--- src/rtl/canvas_write_arbiter.sv ---
// rtl/canvas_write_arbiter.sv - pixel write arbiter for canvas clear sweep, brush and overlay
//
// Purpose: merges three pixel sources onto one registered VGA write port.
//    A full-canvas clear sweep has absolute priority; otherwise an overlay
//    request that has waited 7 cycles beats the brush, the brush beats a
//    fresh overlay request. Clipped writes are acknowledged but not plotted.
// Ports:
//    clock, reset                   single clock, async active-high reset
//    clr_req                        start a canvas clear (sampled in IDLE only)
//    brush_req/x/y/colour, brush_ack   brush write request, payload, grant
//    ovl_req/x/y/colour, ovl_ack       overlay write request, payload, grant
//    x, y, colour, plot             registered pixel write (one cycle after grant)
//    clearing                       clear sweep in progress
//    clr_done                       pulses with the final sweep pixel

module canvas_write_arbiter #(
   parameter logic [8:0]  CANVAS_X0 = 9'd89,
   parameter logic [8:0]  CANVAS_Y0 = 9'd33,
   parameter logic [8:0]  CANVAS_W  = 9'd140,
   parameter logic [8:0]  CANVAS_H  = 9'd196,
   parameter logic [14:0] BG_COLOUR = 15'h7FFF
) (
   input  logic        clock,
   input  logic        reset,
   input  logic        clr_req,
   input  logic        brush_req,
   input  logic [8:0]  brush_x,
   input  logic [8:0]  brush_y,
   input  logic [14:0] brush_colour,
   input  logic        ovl_req,
   input  logic [8:0]  ovl_x,
   input  logic [8:0]  ovl_y,
   input  logic [14:0] ovl_colour,
   output logic        brush_ack,
   output logic        ovl_ack,
   output logic [8:0]  x,
   output logic [8:0]  y,
   output logic [14:0] colour,
   output logic        plot,
   output logic        clearing,
   output logic        clr_done
);

   typedef enum logic {IDLE, CLEAR} state_t;

   // Inclusive canvas bounds, computed one bit wider so wide parameter
   // choices cannot wrap.
   localparam logic [9:0] X_HI = {1'b0, CANVAS_X0} + {1'b0, CANVAS_W} - 10'd1;
   localparam logic [9:0] Y_HI = {1'b0, CANVAS_Y0} + {1'b0, CANVAS_H} - 10'd1;

   state_t      state, state_nxt;
   logic [8:0]  cx, cy;
   logic [2:0]  ovl_wait;
   logic        sweep_last;
   logic        brush_in;
   logic        ovl_in;

   assign sweep_last = (cx == CANVAS_W - 9'd1) && (cy == CANVAS_H - 9'd1);

   assign brush_in = (brush_x >= CANVAS_X0) && ({1'b0, brush_x} <= X_HI) &&
                     (brush_y >= CANVAS_Y0) && ({1'b0, brush_y} <= Y_HI);

   assign ovl_in = (ovl_x < 9'd320) && (ovl_y < 9'd240);

   always_comb begin
      state_nxt = state;
      brush_ack = 1'b0;
      ovl_ack   = 1'b0;
      clearing  = (state == CLEAR);
      case (state)
         IDLE: begin
            // Acks are combinational, so gate them while reset is held.
            if (!reset) begin
               if (clr_req) begin
                  state_nxt = CLEAR;
               end else if (ovl_req && (ovl_wait == 3'd7 || !brush_req)) begin
                  ovl_ack = 1'b1;
               end else if (brush_req) begin
                  brush_ack = 1'b1;
               end
            end
         end
         CLEAR: begin
            if (sweep_last) begin
               state_nxt = IDLE;
            end
         end
         default: state_nxt = IDLE;
      endcase
   end

   always_ff @(posedge clock or posedge reset) begin
      if (reset) begin
         state    <= IDLE;
         cx       <= '0;
         cy       <= '0;
         ovl_wait <= '0;
         x        <= '0;
         y        <= '0;
         colour   <= '0;
         plot     <= 1'b0;
         clr_done <= 1'b0;
      end else begin
         state    <= state_nxt;
         plot     <= 1'b0;
         clr_done <= 1'b0;
         case (state)
            IDLE: begin
               if (clr_req) begin
                  cx <= '0;
                  cy <= '0;
               end
               if (ovl_ack) begin
                  ovl_wait <= '0;
               end else if (ovl_req && ovl_wait != 3'd7) begin
                  ovl_wait <= ovl_wait + 3'd1;
               end
               if (brush_ack) begin
                  x      <= brush_x;
                  y      <= brush_y;
                  colour <= brush_colour;
                  plot   <= brush_in;
               end
               if (ovl_ack) begin
                  x      <= ovl_x;
                  y      <= ovl_y;
                  colour <= ovl_colour;
                  plot   <= ovl_in;
               end
            end
            CLEAR: begin
               x        <= CANVAS_X0 + cx;
               y        <= CANVAS_Y0 + cy;
               colour   <= BG_COLOUR;
               plot     <= 1'b1;
               clr_done <= sweep_last;
               if (sweep_last) begin
                  cx <= '0;
                  cy <= '0;
               end else if (cx == CANVAS_W - 9'd1) begin
                  cx <= '0;
                  cy <= cy + 9'd1;
               end else begin
                  cx <= cx + 9'd1;
               end
            end
            default: ;
         endcase
      end
   end

endmodule

--- config.mk ---
export PLATFORM = sky130hd
export DESIGN_NAME = canvas_write_arbiter
export DESIGN_NICKNAME = d
export VERILOG_FILES = /design/src/rtl/canvas_write_arbiter.sv
export SDC_FILE = /design/constraint.sdc
export NUM_CORES = 1
export LEC_CHECK = 0
export BUFFER_PORTS_ARGS = -buffer_cell sky130_fd_sc_hd__buf_2
export CAP_MARGIN = 25
export CORE_ASPECT_RATIO = 1.5
export CORE_MARGIN = 8
export CORE_UTILIZATION = 56
export DETAILED_ROUTE_END_ITERATION = 10
export PLACE_DENSITY = 0.95
export SYNTH_ARGS = -nofsm -noshare
export SYNTH_HDL_FRONTEND = slang
export SYNTH_SLANG_ARGS = --single-unit
--- constraint.sdc ---
create_clock -name clock -period 3.8 [get_ports clock]
set_clock_uncertainty 0.2 [all_clocks]
set_input_delay 0.76 -clock clock [delete_from_list [all_inputs] [get_ports clock]]
set_output_delay 0.76 -clock clock [all_outputs]
set_load 0.02 [all_outputs]
==> impl_metrics.env, run 1 <==
export IMPL_antenna_cells=0
export IMPL_gr_total_overflow=0
export IMPL_io_buffers=108
export IMPL_std_cell_rows=35
export IMPL_fmax_mhz=327
export IMPL_clock_sinks=57
export IMPL_multiInputGateArea_sq_um=1830
export IMPL_drc_errors=0
export IMPL_cp_data_arrival_time_ns=2.10
export IMPL_rsz0062_at_grt="no"
export IMPL_cts_tree="built"
export IMPL_drtIter0Drc=503
export IMPL_area_growth_pct=21.7
export IMPL_crit_slowest_cell="nand2b_1"
export IMPL_fill_cells=420
export IMPL_required_ns=2.84
export IMPL_die_height_um=112
export IMPL_num_vias=3651
export IMPL_synth_area_leaders="dfrtp_1 (41%), nand2_1 (5.4%), o21ai_0 (4.3%)"
export IMPL_worstSetupStartpointType="flop"
export IMPL_io_pins=109
export IMPL_clk_path_buf_depth=2
export IMPL_grt_antenna_before_repair=0
export IMPL_peakVddDrop_v=0.000243
export IMPL_numCtsBuffers=9
export IMPL_p_int_mw=1.30
export IMPL_drtAntennaViolNets=0
export IMPL_cts_resized=0
export IMPL_postLayoutCellArea_sq_um=4200
export IMPL_slew_viol_final=0
export IMPL_gp_congestion=0.951
export IMPL_syn_area_per_cell_sq_um=8.85
export IMPL_layout_drive_gt1_share_pct=29.2
export IMPL_synth_main_ff_cell="dfrtp_1"
export IMPL_swShare_pct=32.2
export IMPL_grt_pass1_vias=3734
export IMPL_powerDensity_nw_per_um2=455
export IMPL_clk_pin_slew_ns=0.07
export IMPL_p_total_mw=1.91
export IMPL_htree_levels=3
export IMPL_register_area_sq_um=1430
export IMPL_synth_area_leader_cell="dfrtp_1"
export IMPL_post_cts_buffers=0
export IMPL_viasPerCell=6.51
export IMPL_final_nets=557
export IMPL_cp_common_cell="ha_1"
export IMPL_combPwrFrac_pct=23.1
export IMPL_ys_seq_area_share_pct=41.3
export IMPL_max_slew_margin_rel_pct=30.8
export IMPL_grt_util_all_layers_pct=24.2
export IMPL_core_area_sq_um=6040
export IMPL_power_leakage_nw=1.86
export IMPL_crit_reg2reg_launch="cx[0]"
export IMPL_timing_rr_end="cx[6]"
export IMPL_critPathMaxFanout=19
export IMPL_syn_area_sq_um=3450
export IMPL_post_synth_top_area_fraction_pct=41.3
export IMPL_grt_pass1_wl_um=17800
export IMPL_pwr_share_seq_pct=41.5
export IMPL_yosys_warnings=0
export IMPL_wire_per_inst_um=19.2
export IMPL_fin_setup_tns_ns=0
export IMPL_clk_latency_ns=0.34
export IMPL_max_cap_violations=0
export IMPL_ys_seq_elements=57
export IMPL_power_switching_mw=0.616
export IMPL_cts_hold_buf=0
export IMPL_clockRootBuffer="clkbuf_8"
export IMPL_synth_edff_count=0
export IMPL_startpoint="ovl_wait[1]"
export IMPL_final_core_util_pct=69.5
export IMPL_setup_viol=0
export IMPL_hold_viol_final=0
export IMPL_grt_max_degree=50
export IMPL_start_util_pct=57.1
export IMPL_dieWidth_um=80.1
export IMPL_min_path_type="in -> async"
export IMPL_dieArea_sq_um=8990
export IMPL_setup_worst_path_class="reg -> out"
export IMPL_endpoint="ovl_ack"
export IMPL_reg2reg_depth=6
export IMPL_first_pass_iters=5
export IMPL_syn_nets=465
export IMPL_place_detailed_hpwl_um=7790
export IMPL_critPathMaxStageDelay_ns=0.37
export IMPL_placed_cell_area_sq_um=3960
export IMPL_p_clk_share_pct=35.4
export IMPL_r2r_slack_ns=1.22
export IMPL_endpoint_kind="primary output"
export IMPL_synth_cell_types=60
export IMPL_routed_wl_um=10800
export IMPL_tightest_slew_ns=1.03
export IMPL_synthArstFlopShare_pct=100
export IMPL_synth_cells=390
export IMPL_min_period_ns=3.06
export IMPL_fin_crit_sh_pct=80.4
export IMPL_outcome="complete, no violations"
export IMPL_crit_path_cell_trace="ha_1, ha_1, nand2b_1, nand3_2, inv_2, buf_2"
cells in the mapped netlist (6+ instances only):
cell      number
nor3_1        21
nand4_1        7
inv_1          8
clkbuf_1      18
dfrtp_1       57
and3_1         9
o21ai_0       30
mux2i_1        9
nand3_1       13
buf_2          7
nor2_1        14
and4_1        10
a211oi_1      12
o22ai_1        9
xnor2_1        8
a31oi_1       22
a21oi_1       11
nand2_1       50
o31ai_1        6
state kept, by name (all words and copies together), names as in the netlist:
register / flops
ovl_wait: 3
clearing: 1
colour: 15
clr_done: 1
cy: 9
cx: 9
x: 9
plot: 1
y: 9
layer usage:
metal	up-vias	GRT usage, %	share of wire [%]
met5	-	0	0
met4	0	12.6	4.6
met3	54	6.48	8.2
met2	251	39.4	50
met1	1696	28.1	37
li1	1650	-	-
stage by stage:
step                      std cells  worst slack, ns  hold WS [ns]
final                           561            0.743         0.269
after CTS                       561            0.759         0.277
after floorplan                 390             1.27         0.277
after global routing            561            0.646         0.306
after detailed placement        545            0.845         0.306
after global placement          545            0.922         0.293
logic make-up after synthesis:
group	after synthesis	share of synthesized area (%)
and+or+nand+nor	147	23.2
adders and majority gates	4	1.45
muxes	10	2.93
buffers and inverters	42	5.72
xor gates and xnor gates	11	2.79
DFF	57	41.3
AOI/OAI and AO/OA	119	22.6
power by group through the flow:
stage | registers (mW) | clock network, mW | logic (mW)
3_3_place_gp | 0.794 | 0 | 0.421
5_1_grt | 0.807 | 0.700 | 0.476
3_5_place_dp | 0.799 | 0 | 0.433
4_1_cts | 0.789 | 0.676 | 0.440
6_report | 0.795 | 0.678 | 0.442
2_1_floorplan | 0.827 | 0 | 0.231
area by class of cell:
type | instances | area share, %
Multi-Input combinational cell | 291 | 43.5
Sequential cell | 57 | 33.9
Timing Repair Buffer | 113 | 13.8
Clock buffer | 12 | 3.93
Tap cell | 74 | 2.20
Clock inverter | 4 | 1.76
Inverter | 10 | 0.893
how the worst min path moves through the flow:
stage | start | endpoint | slack (ns)
floorplan | ovl_wait[1] | ovl_wait[1] | 0.28
global placement | ovl_wait[1] | ovl_wait[1] | 0.29
detailed placement | x[3] | x[3] | 0.31
CTS | reset | colour[8] | 0.28
global route | reset | colour[9] | 0.31
finish | reset | colour[8] | 0.27
layout by cell type (no fill, tap or decap), types with 7 or more instances in the layout:
| cell type | netlist | routed |
|---|---|---|
| nor3_1 | 21 | 21 |
| buf_2 | 7 | 108 |
| nand4_1 | 7 | 7 |
| xnor2_1 | 8 | 8 |
| nor2_1 | 14 | 14 |
| and4_1 | 10 | 10 |
| nand2_1 | 50 | 50 |
| a31oi_1 | 22 | 22 |
| mux2i_1 | 9 | 9 |
| clkbuf_8 | 0 | 12 |
| o21ai_0 | 30 | 30 |
| o22ai_1 | 9 | 9 |
| nand3_1 | 13 | 13 |
| a211oi_1 | 12 | 12 |
| dfrtp_1 | 57 | 57 |
| a21oi_1 | 11 | 11 |
| inv_1 | 8 | 7 |
| and3_1 | 9 | 9 |
critical path, delay by kind of cell, from the launching register on:
kind	cells	cell delay [ns]
buf+inv	2	0.52
flops	1	0.36
simple gates	2	0.51
fa+ha+maj	2	0.36
Note: power is estimated with default switching activity, not from simulation.
==> run 2, diff against run 1 <==
CORE_UTILIZATION = 52   (was 56)
PLACE_DENSITY = 0.91   (was 0.95)
clock period = 3.05 ns   (was 3.8 ns; I/O delays follow)
==> run 2 against run 1 <==
Register-to-register slack worse by 0.62 ns. Global-route usage is 1.2 points lower. Design area is 1.2% lower. Worst hold slack worse by 0.073 ns. First-iteration DRC count is 46% lower. Clock power is 8.6% lower. Cell count is 0.53% higher. Sequential power is 24% higher. Critical endpoint unchanged. Worst setup slack worse by 0.39 ns.
==> impl_metrics.env, run 2 (synthesis gave the netlist of run 1 again) <==
export IMPL_largest_reg_flops=15
export IMPL_clk_latency_ns=0.34
export IMPL_power_switching_mw=0.730
export IMPL_powerDensity_nw_per_um2=519
export IMPL_grt_max_degree=47
export IMPL_std_cell_rows=36
export IMPL_clockRootBuffer="clkbuf_8"
export IMPL_place_detailed_hpwl_um=7990
export IMPL_final_nets=560
export IMPL_power_leakage_nw=1.83
export IMPL_grt_antenna_before_repair=0
export IMPL_critPathMaxStageDelay_ns=0.39
export IMPL_endpoint_kind="primary output"
export IMPL_layout_commonest_cell="buf_2"
export IMPL_viasPerCell=6.29
export IMPL_cts_hold_buf=0
export IMPL_use_met3_pct=6.21
export IMPL_fill_cells=548
export IMPL_drtAntennaViolNets=0
export IMPL_crit_slowest_cell="dfrtp_1"
export IMPL_pwr_share_seq_pct=45.9
export IMPL_hold_viol_final=0
export IMPL_clock_sinks=57
export IMPL_io_buffers=108
export IMPL_cts_resized=0
export IMPL_whs_ns=0.196
export IMPL_routed_wl_um=10700
export IMPL_grt_util_all_layers_pct=23.0
export IMPL_p_total_mw=2.15
export IMPL_worstSetupStartpointType="flop"
export IMPL_grt_pass1_vias=3696
export IMPL_drc_errors=0
export IMPL_cp_common_cell="ha_1"
export IMPL_start_util_pct=53.2
export IMPL_slew_viol_final=0
export IMPL_drtIter0Drc=270
export IMPL_grt_pass1_wl_um=17300
export IMPL_min_period_ns=2.70
export IMPL_fmax_mhz=371
export IMPL_met2_usage_pct=37.6
export IMPL_outcome="complete, no violations"
export IMPL_layout_drive_gt1_share_pct=28.7
export IMPL_tightest_slew_ns=0.816
export IMPL_setup_viol=0
export IMPL_required_ns=2.24
export IMPL_io_pins=109
export IMPL_fin_crit_sh_pct=88.4
export IMPL_p_clk_share_pct=28.8
export IMPL_area_growth_pct=20.2
export IMPL_swShare_pct=33.9
export IMPL_num_vias=3545
export IMPL_antenna_cells=0
export IMPL_max_cap_violations=0
export IMPL_clk_pin_slew_ns=0.06
export IMPL_wire_per_inst_um=19.0
export IMPL_pre_cts_ws_ns=0.558
export IMPL_peakVddDrop_v=0.000288
export IMPL_critPathMaxFanout=11
export IMPL_rsz0062_at_grt="no"
export IMPL_die_height_um=116
export IMPL_setup_ws_ns=0.353
export IMPL_gp_congestion=0.943
export IMPL_post_cts_buffers=0
export IMPL_gr_total_overflow=0
export IMPL_max_slew_margin_rel_pct=45.6
export IMPL_htree_levels=3
export IMPL_numCtsBuffers=9
export IMPL_dieArea_sq_um=9560
export IMPL_crit_path_cell_trace="ha_1, ha_1, nand2b_1, nand3_2, inv_2, buf_2"
export IMPL_p_int_mw=1.42
export IMPL_largest_register="colour"
export IMPL_fin_setup_tns_ns=0
export IMPL_crit_reg2reg_launch="cx[0]"
export IMPL_startpoint="ovl_wait[0]"
export IMPL_combPwrFrac_pct=25.3
export IMPL_first_pass_iters=5
export IMPL_cp_data_arrival_time_ns=1.89
export IMPL_min_path_type="in -> async"
export IMPL_core_area_sq_um=6490
export IMPL_dieWidth_um=82.5
export IMPL_setup_worst_path_class="reg -> out"
export IMPL_gr_usage_met1_pct=27.1
export IMPL_busiest_layer="met2"
export IMPL_cts_tree="built"
export IMPL_layout_common_cells="buf_2 (108), dfrtp_1 (57), nand2_1 (50)"
export IMPL_clk_path_buf_depth=2
==> run 2: per-stage QoR <==
stage	cell area (sq um)	std cells	util [%]
floorplan	3450	390	-
global placement	3990	550	61.5
detailed placement	3990	550	61.5
CTS	4150	564	64.0
global route	4150	564	64.0
finish	4150	564	64.0
==> run 2: area by class of cell <==
class	instances	area (sq um)	area share, %
well taps	76	95.1	2.29
multi-input cells	291	1830	44.1
repair buffers	116	601	14.5
flip-flops and latches	57	1430	34.4
inverters	10	37.5	0.904
clock buffers	14	163	3.92
==> run 2: power by group through the flow <==
stage	Combinational [mW]	Clock (mW)	Sequential, mW
6_report	0.544	0.620	0.988
3_3_place_gp	0.522	0	0.992
3_5_place_dp	0.541	0	0.996
5_1_grt	0.589	0.657	1.00
2_1_floorplan	0.287	0	1.03
4_1_cts	0.544	0.618	0.984
==> run 2: worst paths after layout <==
check / slack (ns) / cells past startpoint / end
max in group asynchronous: 1.80 / 3 / colour[12]
setup / recovery: 0.35 / 6 / ovl_ack
setup reg to reg: 0.60 / 6 / cx[7]
hold / removal: 0.20 / 2 / clearing
hold reg to reg: 0.32 / 1 / ovl_wait[1]
min in group clock: 0.32 / 1 / ovl_wait[1]
==> run 2: metal layers <==
layer | vias to the layer above | part of all wire (%)
li1 | 1650 | -
met1 | 1675 | 40
met2 | 187 | 51
met3 | 33 | 6.8
met4 | 0 | 2.5
met5 | - | 0
==> run 2: critical path: cells and delay by family, from the launching register on <==
family	cells	cell delay [ns]
buf+inv	2	0.24
fa+ha+maj	2	0.45
flops	1	0.39
simple gates	2	0.47
